File: src/rtl/syscall_console_tx_if.sv
// Request and character-stream signals between the syscall path and the console sink.
interface syscall_console_tx_if;
  logic        req_valid;
  logic        req_ready;
  logic [31:0] sys_code;
  logic [31:0] arg0;
  logic [31:0] arg1;
  logic [31:0] arg2;
  logic [31:0] arg3;
  logic        char_valid;
  logic [7:0]  char_data;
  logic        char_ready;

  modport master (
    output req_valid, sys_code, arg0, arg1, arg2, arg3, char_ready,
    input  req_ready, char_valid, char_data
  );

  modport slave (
    input  req_valid, sys_code, arg0, arg1, arg2, arg3, char_ready,
    output req_ready, char_valid, char_data
  );
endinterface

File: src/rtl/syscall_console_tx.sv
// Turns print/exit syscall requests into an ASCII character stream; holds the sticky halt state.
module syscall_console_tx #(
  parameter logic [31:0] CODE_PRINT_INT  = 32'd1,
  parameter logic [31:0] CODE_EXIT       = 32'd2,
  parameter logic [31:0] CODE_NOP        = 32'd3,
  parameter logic [31:0] CODE_STR_BASE   = 32'd4,
  parameter logic [31:0] CODE_PRINT_UINT = 32'd8
) (
  input  logic                       clk,
  input  logic                       reset,
  syscall_console_tx_if.slave        bus,
  output logic                       busy,
  output logic                       halted,
  output logic [15:0]                chars_sent
);

  typedef enum logic [2:0] {
    IDLE,
    CONV,
    EMIT_SIGN,
    EMIT_DIG,
    EMIT_STR,
    HALT
  } state_t;

  state_t      state, state_nx;

  logic [31:0] words [4];
  logic [1:0]  word_last;
  logic [1:0]  word_idx;
  logic [1:0]  byte_idx;
  logic        neg;

  logic [31:0] quo;
  logic [3:0]  rem;
  logic [4:0]  bit_cnt;
  logic [3:0]  digits [10];
  logic [3:0]  dig_cnt;
  logic [3:0]  emit_idx;

  logic        req_ready_c;
  logic        char_valid_c;
  logic [7:0]  char_data_c;
  logic        accept;
  logic        xfer;
  logic        is_str;
  logic        is_int;
  logic [31:0] mag;
  logic [7:0]  cur_byte;
  logic        str_step;

  logic [4:0]  rem_shift;
  logic        rem_ge;
  logic [3:0]  rem_nx;
  logic [31:0] quo_nx;
  logic        conv_last;
  logic        conv_done;

  assign bus.req_ready  = req_ready_c;
  assign bus.char_valid = char_valid_c;
  assign bus.char_data  = char_data_c;

  assign accept = bus.req_valid && req_ready_c;
  assign xfer   = char_valid_c && bus.char_ready;
  assign busy   = (state != IDLE) && (state != HALT);
  assign halted = (state == HALT);

  assign is_str = (bus.sys_code >= CODE_STR_BASE) && (bus.sys_code <= CODE_STR_BASE + 32'd3);
  assign is_int = (bus.sys_code == CODE_PRINT_INT) || (bus.sys_code == CODE_PRINT_UINT);
  assign mag    = ((bus.sys_code == CODE_PRINT_INT) && bus.arg0[31]) ? (~bus.arg0 + 32'd1) : bus.arg0;

  always_comb begin
    cur_byte = '0;
    case (byte_idx)
      2'd0: cur_byte = words[word_idx][31:24];
      2'd1: cur_byte = words[word_idx][23:16];
      2'd2: cur_byte = words[word_idx][15:8];
      default: cur_byte = words[word_idx][7:0];
    endcase
  end

  // NUL bytes advance on their own; real bytes advance only on a completed transfer.
  assign str_step = (cur_byte == 8'h00) || bus.char_ready;

  // One restoring-division step: the dividend shifts out of quo's MSB while quotient bits enter at the LSB.
  always_comb begin
    rem_shift = {rem, quo[31]};
    rem_ge    = (rem_shift >= 5'd10);
    rem_nx    = rem_ge ? 4'(rem_shift - 5'd10) : rem_shift[3:0];
    quo_nx    = {quo[30:0], rem_ge};
    conv_last = (bit_cnt == 5'd31);
    conv_done = conv_last && (quo_nx == 32'd0);
  end

  always_ff @(posedge clk) begin
    if (reset) state <= IDLE;
    else       state <= state_nx;
  end

  always_comb begin
    state_nx     = state;
    req_ready_c  = 1'b0;
    char_valid_c = 1'b0;
    char_data_c  = '0;
    case (state)
      IDLE: begin
        req_ready_c = 1'b1;
        if (bus.req_valid) begin
          if (bus.sys_code == CODE_EXIT)     state_nx = HALT;
          else if (bus.sys_code == CODE_NOP) state_nx = IDLE;
          else if (is_str)                   state_nx = EMIT_STR;
          else if (is_int)                   state_nx = CONV;
        end
      end
      CONV: begin
        if (conv_done) state_nx = neg ? EMIT_SIGN : EMIT_DIG;
      end
      EMIT_SIGN: begin
        char_valid_c = 1'b1;
        char_data_c  = 8'h2d;
        if (bus.char_ready) state_nx = EMIT_DIG;
      end
      EMIT_DIG: begin
        char_valid_c = 1'b1;
        char_data_c  = 8'h30 + {4'h0, digits[emit_idx]};
        if (bus.char_ready && (emit_idx == 4'd0)) state_nx = IDLE;
      end
      EMIT_STR: begin
        char_valid_c = (cur_byte != 8'h00);
        char_data_c  = cur_byte;
        if (str_step && (byte_idx == 2'd3) && (word_idx == word_last)) state_nx = IDLE;
      end
      HALT: state_nx = HALT;
      default: state_nx = IDLE;
    endcase
  end

  always_ff @(posedge clk) begin
    if (reset) begin
      chars_sent <= '0;
      word_last  <= '0;
      word_idx   <= '0;
      byte_idx   <= '0;
      neg        <= 1'b0;
      quo        <= '0;
      rem        <= '0;
      bit_cnt    <= '0;
      dig_cnt    <= '0;
      emit_idx   <= '0;
      for (int unsigned i = 0; i < 4; i++)  words[i]  <= '0;
      for (int unsigned i = 0; i < 10; i++) digits[i] <= '0;
    end else begin
      if (xfer) chars_sent <= chars_sent + 16'd1;
      case (state)
        IDLE: begin
          if (accept) begin
            words[0]  <= bus.arg0;
            words[1]  <= bus.arg1;
            words[2]  <= bus.arg2;
            words[3]  <= bus.arg3;
            word_last <= 2'(bus.sys_code - CODE_STR_BASE);
            word_idx  <= '0;
            byte_idx  <= '0;
            neg       <= (bus.sys_code == CODE_PRINT_INT) && bus.arg0[31];
            quo       <= mag;
            rem       <= '0;
            bit_cnt   <= '0;
            dig_cnt   <= '0;
          end
        end
        CONV: begin
          quo     <= quo_nx;
          rem     <= rem_nx;
          bit_cnt <= bit_cnt + 5'd1;
          if (conv_last) begin
            digits[dig_cnt] <= rem_nx;
            dig_cnt         <= dig_cnt + 4'd1;
            rem             <= '0;
            if (conv_done) emit_idx <= dig_cnt;
          end
        end
        EMIT_DIG: begin
          if (xfer && (emit_idx != 4'd0)) emit_idx <= emit_idx - 4'd1;
        end
        EMIT_STR: begin
          if (str_step) begin
            byte_idx <= byte_idx + 2'd1;
            if (byte_idx == 2'd3) word_idx <= word_idx + 2'd1;
          end
        end
        default: ;
      endcase
    end
  end

endmodule

File: src/flat_wrapper.sv
// flat-port wrapper written by rule: the top's interface ports become plain ports
module syscall_console_tx_flat 
#(
  parameter logic [31:0] CODE_PRINT_INT  = 32'd1,
  parameter logic [31:0] CODE_EXIT       = 32'd2,
  parameter logic [31:0] CODE_NOP        = 32'd3,
  parameter logic [31:0] CODE_STR_BASE   = 32'd4,
  parameter logic [31:0] CODE_PRINT_UINT = 32'd8
)
  (clk, reset, busy, halted, chars_sent, bus_req_valid, bus_sys_code, bus_arg0, bus_arg1, bus_arg2, bus_arg3, bus_char_ready, bus_req_ready, bus_char_valid, bus_char_data);
  syscall_console_tx_if bus_i ();
  input  logic clk;
  input  logic reset;
  output logic busy;
  output logic halted;
  output logic [15:0] chars_sent;
  input wire logic [$bits(bus_i.req_valid)-1:0] bus_req_valid;
  input wire logic [$bits(bus_i.sys_code)-1:0] bus_sys_code;
  input wire logic [$bits(bus_i.arg0)-1:0] bus_arg0;
  input wire logic [$bits(bus_i.arg1)-1:0] bus_arg1;
  input wire logic [$bits(bus_i.arg2)-1:0] bus_arg2;
  input wire logic [$bits(bus_i.arg3)-1:0] bus_arg3;
  input wire logic [$bits(bus_i.char_ready)-1:0] bus_char_ready;
  output wire logic [$bits(bus_i.req_ready)-1:0] bus_req_ready;
  output wire logic [$bits(bus_i.char_valid)-1:0] bus_char_valid;
  output wire logic [$bits(bus_i.char_data)-1:0] bus_char_data;
  assign bus_i.req_valid = bus_req_valid;
  assign bus_i.sys_code = bus_sys_code;
  assign bus_i.arg0 = bus_arg0;
  assign bus_i.arg1 = bus_arg1;
  assign bus_i.arg2 = bus_arg2;
  assign bus_i.arg3 = bus_arg3;
  assign bus_i.char_ready = bus_char_ready;
  assign bus_req_ready = bus_i.req_ready;
  assign bus_char_valid = bus_i.char_valid;
  assign bus_char_data = bus_i.char_data;
  syscall_console_tx #(.CODE_PRINT_INT(CODE_PRINT_INT), .CODE_EXIT(CODE_EXIT), .CODE_NOP(CODE_NOP), .CODE_STR_BASE(CODE_STR_BASE), .CODE_PRINT_UINT(CODE_PRINT_UINT)) u_core (.clk(clk), .reset(reset), .bus(bus_i), .busy(busy), .halted(halted), .chars_sent(chars_sent));
endmodule
File: config.mk
export PLATFORM = sky130hd
export DESIGN_NAME = syscall_console_tx_flat
export DESIGN_NICKNAME = d
export VERILOG_FILES = /design/src/rtl/syscall_console_tx_if.sv /design/src/rtl/syscall_console_tx.sv /design/src/flat_wrapper.sv
export SDC_FILE = /design/constraint.sdc
export NUM_CORES = 1
export LEC_CHECK = 0
export ABC_AREA = 0
export CORE_ASPECT_RATIO = 1.75
export CORE_UTILIZATION = 35
export CTS_BUF_LIST = sky130_fd_sc_hd__clkbuf_16
export DETAILED_ROUTE_END_ITERATION = 10
export PLACE_DENSITY = 0.53
export SLEW_MARGIN = 20
export SYNTH_ARGS = -nofsm -noshare
export SYNTH_HDL_FRONTEND = slang
export SYNTH_SLANG_ARGS = --single-unit
File: constraint.sdc
create_clock -name clk -period 9.9 [get_ports clk]
set_input_delay 1.98 -clock clk [delete_from_list [all_inputs] [get_ports clk]]
set_output_delay 1.98 -clock clk [all_outputs]
set_load 0.02 [all_outputs]
### After elaboration in Yosys (flattened, before gate mapping)

Memory sizes are Yosys's and may differ from the RTL's. A register that Yosys moved wholly into a read port is not among the register bits.
Index checks and enable logic that the tools add are counted.

| cells by class | value |
|---|---|
| $add $sub $neg | 10 |
| $lt $le $gt $ge | 3 |
| equal/unequal tests | 26 |
| muxes and demuxes | 57 |
| bitwise operators | 5 |
| reduce and logical (&&, ||, !) cells | 32 |

Operators by type and width:

| operator | number |
|---|---|
| $mux W32 | 6 |
| $eq A32 B2 Y1 const B | 2 |
| $pmux W32 S2 | 1 |
| $pmux W8 S3 | 2 |
| $mux W4 | 11 |
| $add A32 B1 Y32 const B | 1 |
| $eq A32 B1 Y1 const B | 1 |
| $eq A32 B4 Y1 const B | 1 |
| $ge A32 B3 Y1 const B | 1 |
| $le A32 B3 Y1 const B | 1 |
| $logic_not A32 Y1 | 1 |
| $not A32 Y32 | 1 |
| $mux W3 | 9 |
| $pmux W4 S2 | 3 |
| $pmux W3 S6 | 1 |
| $add A16 B1 Y16 const B | 1 |
| $ne A2 B1 Y1 const B | 8 |
| $mux W1 | 13 |
| $mux W2 | 6 |
| $logic_and A1 B1 Y1 | 10 |
| $pmux W5 S2 | 1 |
| $logic_not A8 Y1 | 1 |
| $pmux W2 S2 | 2 |
| $reduce_and A4 Y1 | 2 |
| other kinds (34) | 47 |

| storage, ports and cells | value |
|---|---|
| flip-flop bits (word level) | 75 |
| memory bits (writable) | 168 |
| bits of input ports | 164 |
| output and inout port bits | 28 |
| memories | 2 |

Memories:

| memory | depth | bits a word | rd ports | clocked after Yosys merged registers in | write ports | line | RTL |
|---|---|---|---|---|---|---|---|
| u_core.words | 4 | 32 | 1 | 1 | 4 | syscall_console_tx.sv:28 | `logic [31:0] words [4];` |
| u_core.digits | 10 | 4 | 1 | 1 | 10 | syscall_console_tx.sv:37 | `logic [3:0] digits [10];` |

### Longest topological paths before layout

Gate-level depths: netlist (run 1).

| logic depth | value |
|---|---|
| depth in word-level cells | 10 |
| depth in mapped cells | 12 |
| gate-level depth less buffers | 10 |

### Worst setup path before layout (run 1)

Ideal clock, no wire load.

| timing | value |
|---|---|
| path type | input to register |
| from | in reset |
| to | mem u_core.words[0][0] (enable) |
| data arrival time | 5.658 ns |
| data required time | 9.390 ns |
| setup slack | 3.731 ns |
| cell stages on the path | 3 |
| path buffers | 2 |
| path through | clkbuf_1 -> clkbuf_1 -> nand2b_1 |

RTL lines:

| item | line | RTL |
|---|---|---|
| start: declaration | flat_wrapper.sv:13 | `input logic reset;` |
| end: declaration | syscall_console_tx.sv:28 |  |

==> results of run 1 <==
==> per-stage QoR <==
stage / setup slack (ns) / util, % / hold slack [ns] / power [mW] / cell area (sq um)
floorplan: 3.73 / - / 0.432 / 1.97 / 13700
global placement: 4.44 / 41.5 / 0.456 / 2.28 / 15900
detailed placement: 4.42 / 41.5 / 0.462 / 2.28 / 15900
CTS: 3.80 / 43.8 / 0.469 / 3.30 / 16800
global route: 3.65 / 43.8 / 0.490 / 3.41 / 16800
finish: 3.82 / 43.8 / 0.470 / 3.26 / 16800
==> cell families after synthesis <==
group / Yosys count / share of synthesized area, %
AO/OA/AOI/OAI: 195 / 9.66
XOR/XNOR: 33 / 2.11
adder cells (fa/ha/maj): 12 / 1.10
buffers and inverters: 96 / 3.29
flip-flops: 273 / 54.1
multiplexers: 98 / 10.7
AND/OR/NAND/NOR: 496 / 19.1
==> final cells by class <==
cell class	instances	area [sq um]	share of cell area, %
timing repair buffer	205	2010	11.9
multi-input combinational	834	5860	34.9
sequential	273	7390	43.9
inverter	19	71.3	0.424
tap	485	607	3.61
clock inverter	22	128	0.759
clock buffer	30	751	4.46
antenna	1	2.50	0.0149
==> metal layers <==
| layer | up-vias | global-route usage (%) | part of all wire, % |
|---|---|---|---|
| li1 | 4763 | - | - |
| met1 | 4758 | 20.3 | 34 |
| met2 | 248 | 40.5 | 57 |
| met3 | 79 | 3.05 | 4.5 |
| met4 | 4 | 9.59 | 4.5 |
| met5 | - | 0 | 0.056 |
==> sequential cells by signal, summed over array words and instances (netlist names), named ones only <==
register           count
u_core.rem             4
u_core.state           3
u_core.byte_idx        2
u_core.neg             1
u_core.chars_sent     16
u_core.bit_cnt         5
u_core.word_idx        2
u_core.words         128
u_core.emit_idx        4
u_core.word_last       2
u_core.dig_cnt         4
u_core.quo            32
u_core.digits         64
==> critical path: cells and delay by family, from the launching register on <==
kind / cells / cell delay, ns
AOI/OAI and AO/OA: 4 / 1.56
buffers and inverters: 2 / 1.04
and+or+nand+nor: 2 / 0.58
DFF: 1 / 0.31
==> worst paths after layout <==
check	from	end	slack [ns]	depth (start not counted)
setup / recovery	flop	bus_char_valid	3.82	8
hold / removal	u_core.neg	u_core.neg	0.47	2
setup reg to reg	u_core.state[2]	u_core.words[2][22]	5.77	5
hold reg to reg	u_core.neg	u_core.neg	0.47	2
==> power breakdown <==
group | switching, mW | total (mW) | leakage [nW] | internal (mW)
combinational | 0.406 | 0.683 | 2.72 | 0.277
clock | 0.449 | 1.02 | 0.476 | 0.570
sequential | 0.114 | 1.56 | 2.67 | 1.45
==> cells in the mapped netlist, types with 3 or more instances <==
cell type  number
o21ai_0        17
o2111ai_1      13
a31oi_1         9
clkbuf_1       57
nor4_1         23
buf_2           3
nand2b_1       20
xnor2_1        30
o31ai_1         5
xor2_1          3
nor2_1         95
nor3_1         11
dfxtp_1        81
mux2_2         51
a21oi_2         6
or4_1           7
mux2i_1         9
or3_1           9
a211oi_1        3
inv_1          19
edfxtp_1      192
nor2b_1        21
mux4_2         21
a41o_1          3
nand2_1        89
a21o_1          5
buf_6           6
mux4_1          6
and3_1         11
nand3_1        36
nand3b_1        6
nand4_1        22
buf_1           7
a211o_1         3
a222oi_1        7
and2_1        131
a22oi_1        38
a21oi_1        69
ha_1           12
mux2_4         10
or2_2           8
==> results.json, run 1 <==
{
  "slew_headroom_pct": 30.1,
  "yosysTopAreaCellShare_pct": 42.2,
  "drcViolationCount": 0,
  "crit_fanout": 45,
  "outcome": "completed",
  "cts_setup_buffers": 0,
  "nFillCells": 3654,
  "drtPass1Iterations": 6,
  "period_needed_ns": 6.08,
  "synth_seq_cells": 273,
  "cts_resized": 0,
  "areaGrowthSynthToFinish_pct": 23.1,
  "die-area_sq_um": 39900,
  "first_iter_violations": 544,
  "final_cell_mix": "edfxtp_1 (192), clkdlybuf4s50_1 (189), and2_1 (131), nor2_1 (92), nand2_1 (89)",
  "cts.clk_slew.worst_paths_ns": 0.06,
  "crit_chain": "buf_4 -> nor2b_1 -> a222oi_1 -> a31oi_1 -> a2111oi_2 -> nand4_1 -> a21o_1 -> clkdlybuf4s50_1",
  "vias": 9852,
  "end_kind": "output pin",
  "htree_levels": 1,
  "timing.final.crit_share_pct": 61.4,
  "grtUsageTotal_pct": 20.6,
  "path_class": "reg -> out",
  "hold_viol_final": 0,
  "cts_made_buffers": 28,
  "leakage_nw": 5.87,
  "final_layout_size_suffix_gt1_share_pct": 11.7,
  "cts-root-buf": "clkbuf_16",
  "die-width_um": 151,
  "antenna_found_initial": 3,
  "grt_start_max_net_pins": 127,
  "timing.fmax_mhz": 164,
  "ctsHoldBuffers": 0,
  "slowest_stage": "a222oi_1",
  "slew_viol_final": 0,
  "avgViaCountPerCell": 5.27,
  "crit_path_max_incr_delay_ns": 0.70,
  "syn_nets": 1379,
  "grt_remaining_overflow": 0,
  "synthTopCellsByArea": "edfxtp_1 (42%), dfxtp_1 (12%), and2_1 (6.0%)",
  "port_buffers": 191,
  "ys_seq_area_share_pct": 54.1,
  "layout_commonest_cell": "edfxtp_1",
  "nNetsFinal": 1537,
  "worst_ep_required_time_ns": 7.92,
  "synthCells": 1203,
  "fin_cells": 1869,
  "arrival_ns": 4.10,
  "ys_warn_count": 0,
  "pwr_density_cell_nw_per_um2": 194,
  "cp-start-kind": "flop",
  "grt_pass1_wl_mm": 60.4,
  "synth_cell_types": 63,
  "wl_per_cell_um": 21.9,
  "finalSetupTns_ns": 0,
  "synth-main-ff-cell": "edfxtp_1",
  "row_count": 95,
  "hpwl_mm": 30.9,
  "ir_drop_v": 0.000155,
  "clock_skew_ns": 0.0166,
  "synth_area_sq_um": 13700,
  "finalWirelength_mm": 41.0,
  "tightest_slew_ns": 1.04,
  "clock_sinks": 273,
  "maxCapViolCount": 0,
  "initial_core_util_pct": 35.6,
  "dp.cells": 1816,
  "synth_edf_count": 192,
  "globalplace.congestion": 0.869,
  "cts_tree": "yes",
  "grt_pass1_vias": 10100,
  "synth_area_leader_cell": "edfxtp_1",
  "die_height_um": 263,
  "clockBufferDepth": 3,
  "drtAntennaViolNets": 0,
  "core_sq_um": 38400,
  "ioPinCount": 192,
  "rsz0062_at_grt": "false",
  "setup_viol": 0,
  "async_flop_share_pct": 0,
  "avgSynthCellArea_sq_um": 11.4,
  "clkLatencyLatePin_ns": 0.56,
  "hold_class": "reg -> reg"
}
(Power assumes the default switching activity.)
==> run 2, diff against run 1 <==
==> constraint.sdc (replaced) <==
create_clock -name clk -period 5.95 [get_ports clk]
set_input_delay 1.19 -clock clk [delete_from_list [all_inputs] [get_ports clk]]
set_output_delay 1.19 -clock clk [all_outputs]
set_load 0.02 [all_outputs]
==> run 2 against run 1 <==
- hold slack barely moved
- power rose by 65%
- worst setup slack got worse by 3.2 ns
- die area did not move
- global-route usage fell by 0.12 points
- critical path depth fell by 1
- clock power rose by 60%
- final area barely moved
- critical path type unchanged
- critical endpoint unchanged
- largest power group unchanged
==> results.json, run 2 (same netlist as run 1, synthesis figures left out) <==
{
  "outcome": "completed",
  "avgViaCountPerCell": 5.26,
  "ioPinCount": 192,
  "ir_drop_v": 0.000241,
  "grt_remaining_overflow": 0,
  "end_kind": "output pin",
  "reg2reg_slack_ns": 2.11,
  "hold_viol_final": 0,
  "die_height_um": 263,
  "finalWirelength_mm": 40.8,
  "layout_commonest_cell": "edfxtp_1",
  "worst_ep_required_time_ns": 4.76,
  "rr_worst_depth": 7,
  "grt_pass1_wl_mm": 60.5,
  "clockBufferDepth": 3,
  "crit_path_max_incr_delay_ns": 0.87,
  "clockPowerShare_pct": 30.3,
  "ctsHoldBuffers": 0,
  "slew_viol_final": 0,
  "seqCellArea_sq_um": 7390,
  "p_switching_mw": 1.62,
  "timing.final.crit_share_pct": 90.2,
  "initial_core_util_pct": 35.6,
  "die-area_sq_um": 39900,
  "cts-root-buf": "clkbuf_16",
  "grtUsageTotal_pct": 20.5,
  "hold_depth": 2,
  "cts_setup_buffers": 0,
  "postLayoutCoreUtil_pct": 43.8,
  "whs_ns": 0.470,
  "comb_power_share_pct": 21.2,
  "htree_levels": 1,
  "path_class": "reg -> out",
  "r2r_end": "u_core.chars_sent[3]",
  "path_delay_family": "compound AO/OA/AOI/OAI gates",
  "rsz0062_at_grt": "false",
  "antenna_found_initial": 4,
  "swShare_pct": 30.2,
  "clkLatencyLatePin_ns": 0.56,
  "final_cell_mix": "edfxtp_1 (192), clkdlybuf4s50_1 (189), and2_1 (131), nor2_1 (92), nand2_1 (89)",
  "slowest_stage": "dfxtp_1",
  "globalplace.congestion": 0.883,
  "drtAntennaViolNets": 0,
  "largest_reg_flops": 128,
  "die-width_um": 151,
  "cp-start-kind": "flop",
  "maxCapViolCount": 0,
  "drtPass1Iterations": 5,
  "drcViolationCount": 0,
  "crit_chain": "mux2_2 -> a222oi_1 -> a31oi_1 -> a2111oi_2 -> nand4_1 -> a21o_1 -> clkdlybuf4s50_1",
  "wl_per_cell_um": 21.8,
  "setup_viol": 0,
  "first_iter_violations": 508,
  "arrival_ns": 4.18,
  "leakage_nw": 5.79,
  "intPower_mw": 3.75,
  "cts_tree": "yes",
  "clock_sinks": 273,
  "port_buffers": 191,
  "finalSetupTns_ns": 0,
  "nNetsFinal": 1538,
  "period_needed_ns": 5.37,
  "final_layout_size_suffix_gt1_share_pct": 12.1,
  "areaGrowthSynthToFinish_pct": 23.0,
  "hold_class": "reg -> reg",
  "core_sq_um": 38400,
  "largest_register": "u_core.words",
  "row_count": 95,
  "tightest_slew_ns": 0.944,
  "p_seq_share_pct": 48.5,
  "timing.fmax_mhz": 186,
  "cts_made_buffers": 27,
  "grt_start_max_net_pins": 91,
  "crit_fanout": 19,
  "top_regs": "u_core.words (128), u_core.digits (64), u_core.quo (32)",
  "cts.clk_slew.worst_paths_ns": 0.06,
  "fin_cells": 1870,
  "grt_pass1_vias": 10100,
  "path_buf_inv": 1,
  "hold_end": "u_core.neg",
  "nFillCells": 3663,
  "vias": 9832,
  "slew_headroom_pct": 36.2,
  "dp.cells": 1818,
  "hpwl_mm": 30.8,
  "hp-start": "u_core.neg",
  "multiInputGateArea_sq_um": 5870,
  "pwr_density_cell_nw_per_um2": 320,
  "clock_skew_ns": 0.0173,
  "cts_resized": 0
}
run 2: stage by stage:
stage | instance area (sq um) | setup slack [ns] | power, mW
floorplan | 13700 | 0.571 | 3.27
global placement | 16000 | 1.22 | 3.80
detailed placement | 16000 | 1.19 | 3.80
CTS | 16800 | 0.591 | 5.44
global route | 16800 | 0.375 | 5.61
finish | 16800 | 0.582 | 5.37
run 2: per-layer routing:
layer,routed length (um),part of all wire (%),track usage [%]
met4,1420,3.5,7.95
met5,37,0.091,0
met1,14200,35,20.7
met2,23400,58,40.7
met3,1680,4.1,2.72
run 2: layout make-up:
| class | instances | share of cell area (%) |
|---|---|---|
| inverter | 19 | 0.424 |
| clock buffer | 27 | 4.02 |
| clock inverter | 23 | 0.923 |
| tap | 485 | 3.61 |
| multi-input combinational | 834 | 34.9 |
| sequential | 273 | 44.0 |
| timing repair buffer | 207 | 12.1 |
| antenna | 2 | 0.0298 |
run 2: worst max path at each step:
stage | start | end | depth (start not counted)
floorplan | reset | u_core.words[0][0] | 3
global placement | flop | bus_char_valid | 7
detailed placement | flop | bus_char_valid | 7
CTS | flop | bus_char_valid | 7
global route | flop | bus_char_valid | 7
finish | flop | bus_char_valid | 7
run 2: worst register-to-register path, delay by kind of cell (launching register included):
kind | cells | cell delay (ns)
muxes | 2 | 0.73
DFF | 1 | 0.87
AOI/OAI and AO/OA | 5 | 2.14
run 2: power groups by stage:
| stage | combinational [mW] | clock, mW | sequential, mW |
|---|---|---|---|
| 5_1_grt | 1.24 | 1.74 | 2.63 |
| 3_3_place_gp | 1.15 | 0 | 2.66 |
| 6_report | 1.14 | 1.63 | 2.60 |
| 3_5_place_dp | 1.15 | 0 | 2.65 |
| 4_1_cts | 1.16 | 1.67 | 2.61 |
| 2_1_floorplan | 0.736 | 0 | 2.54 |
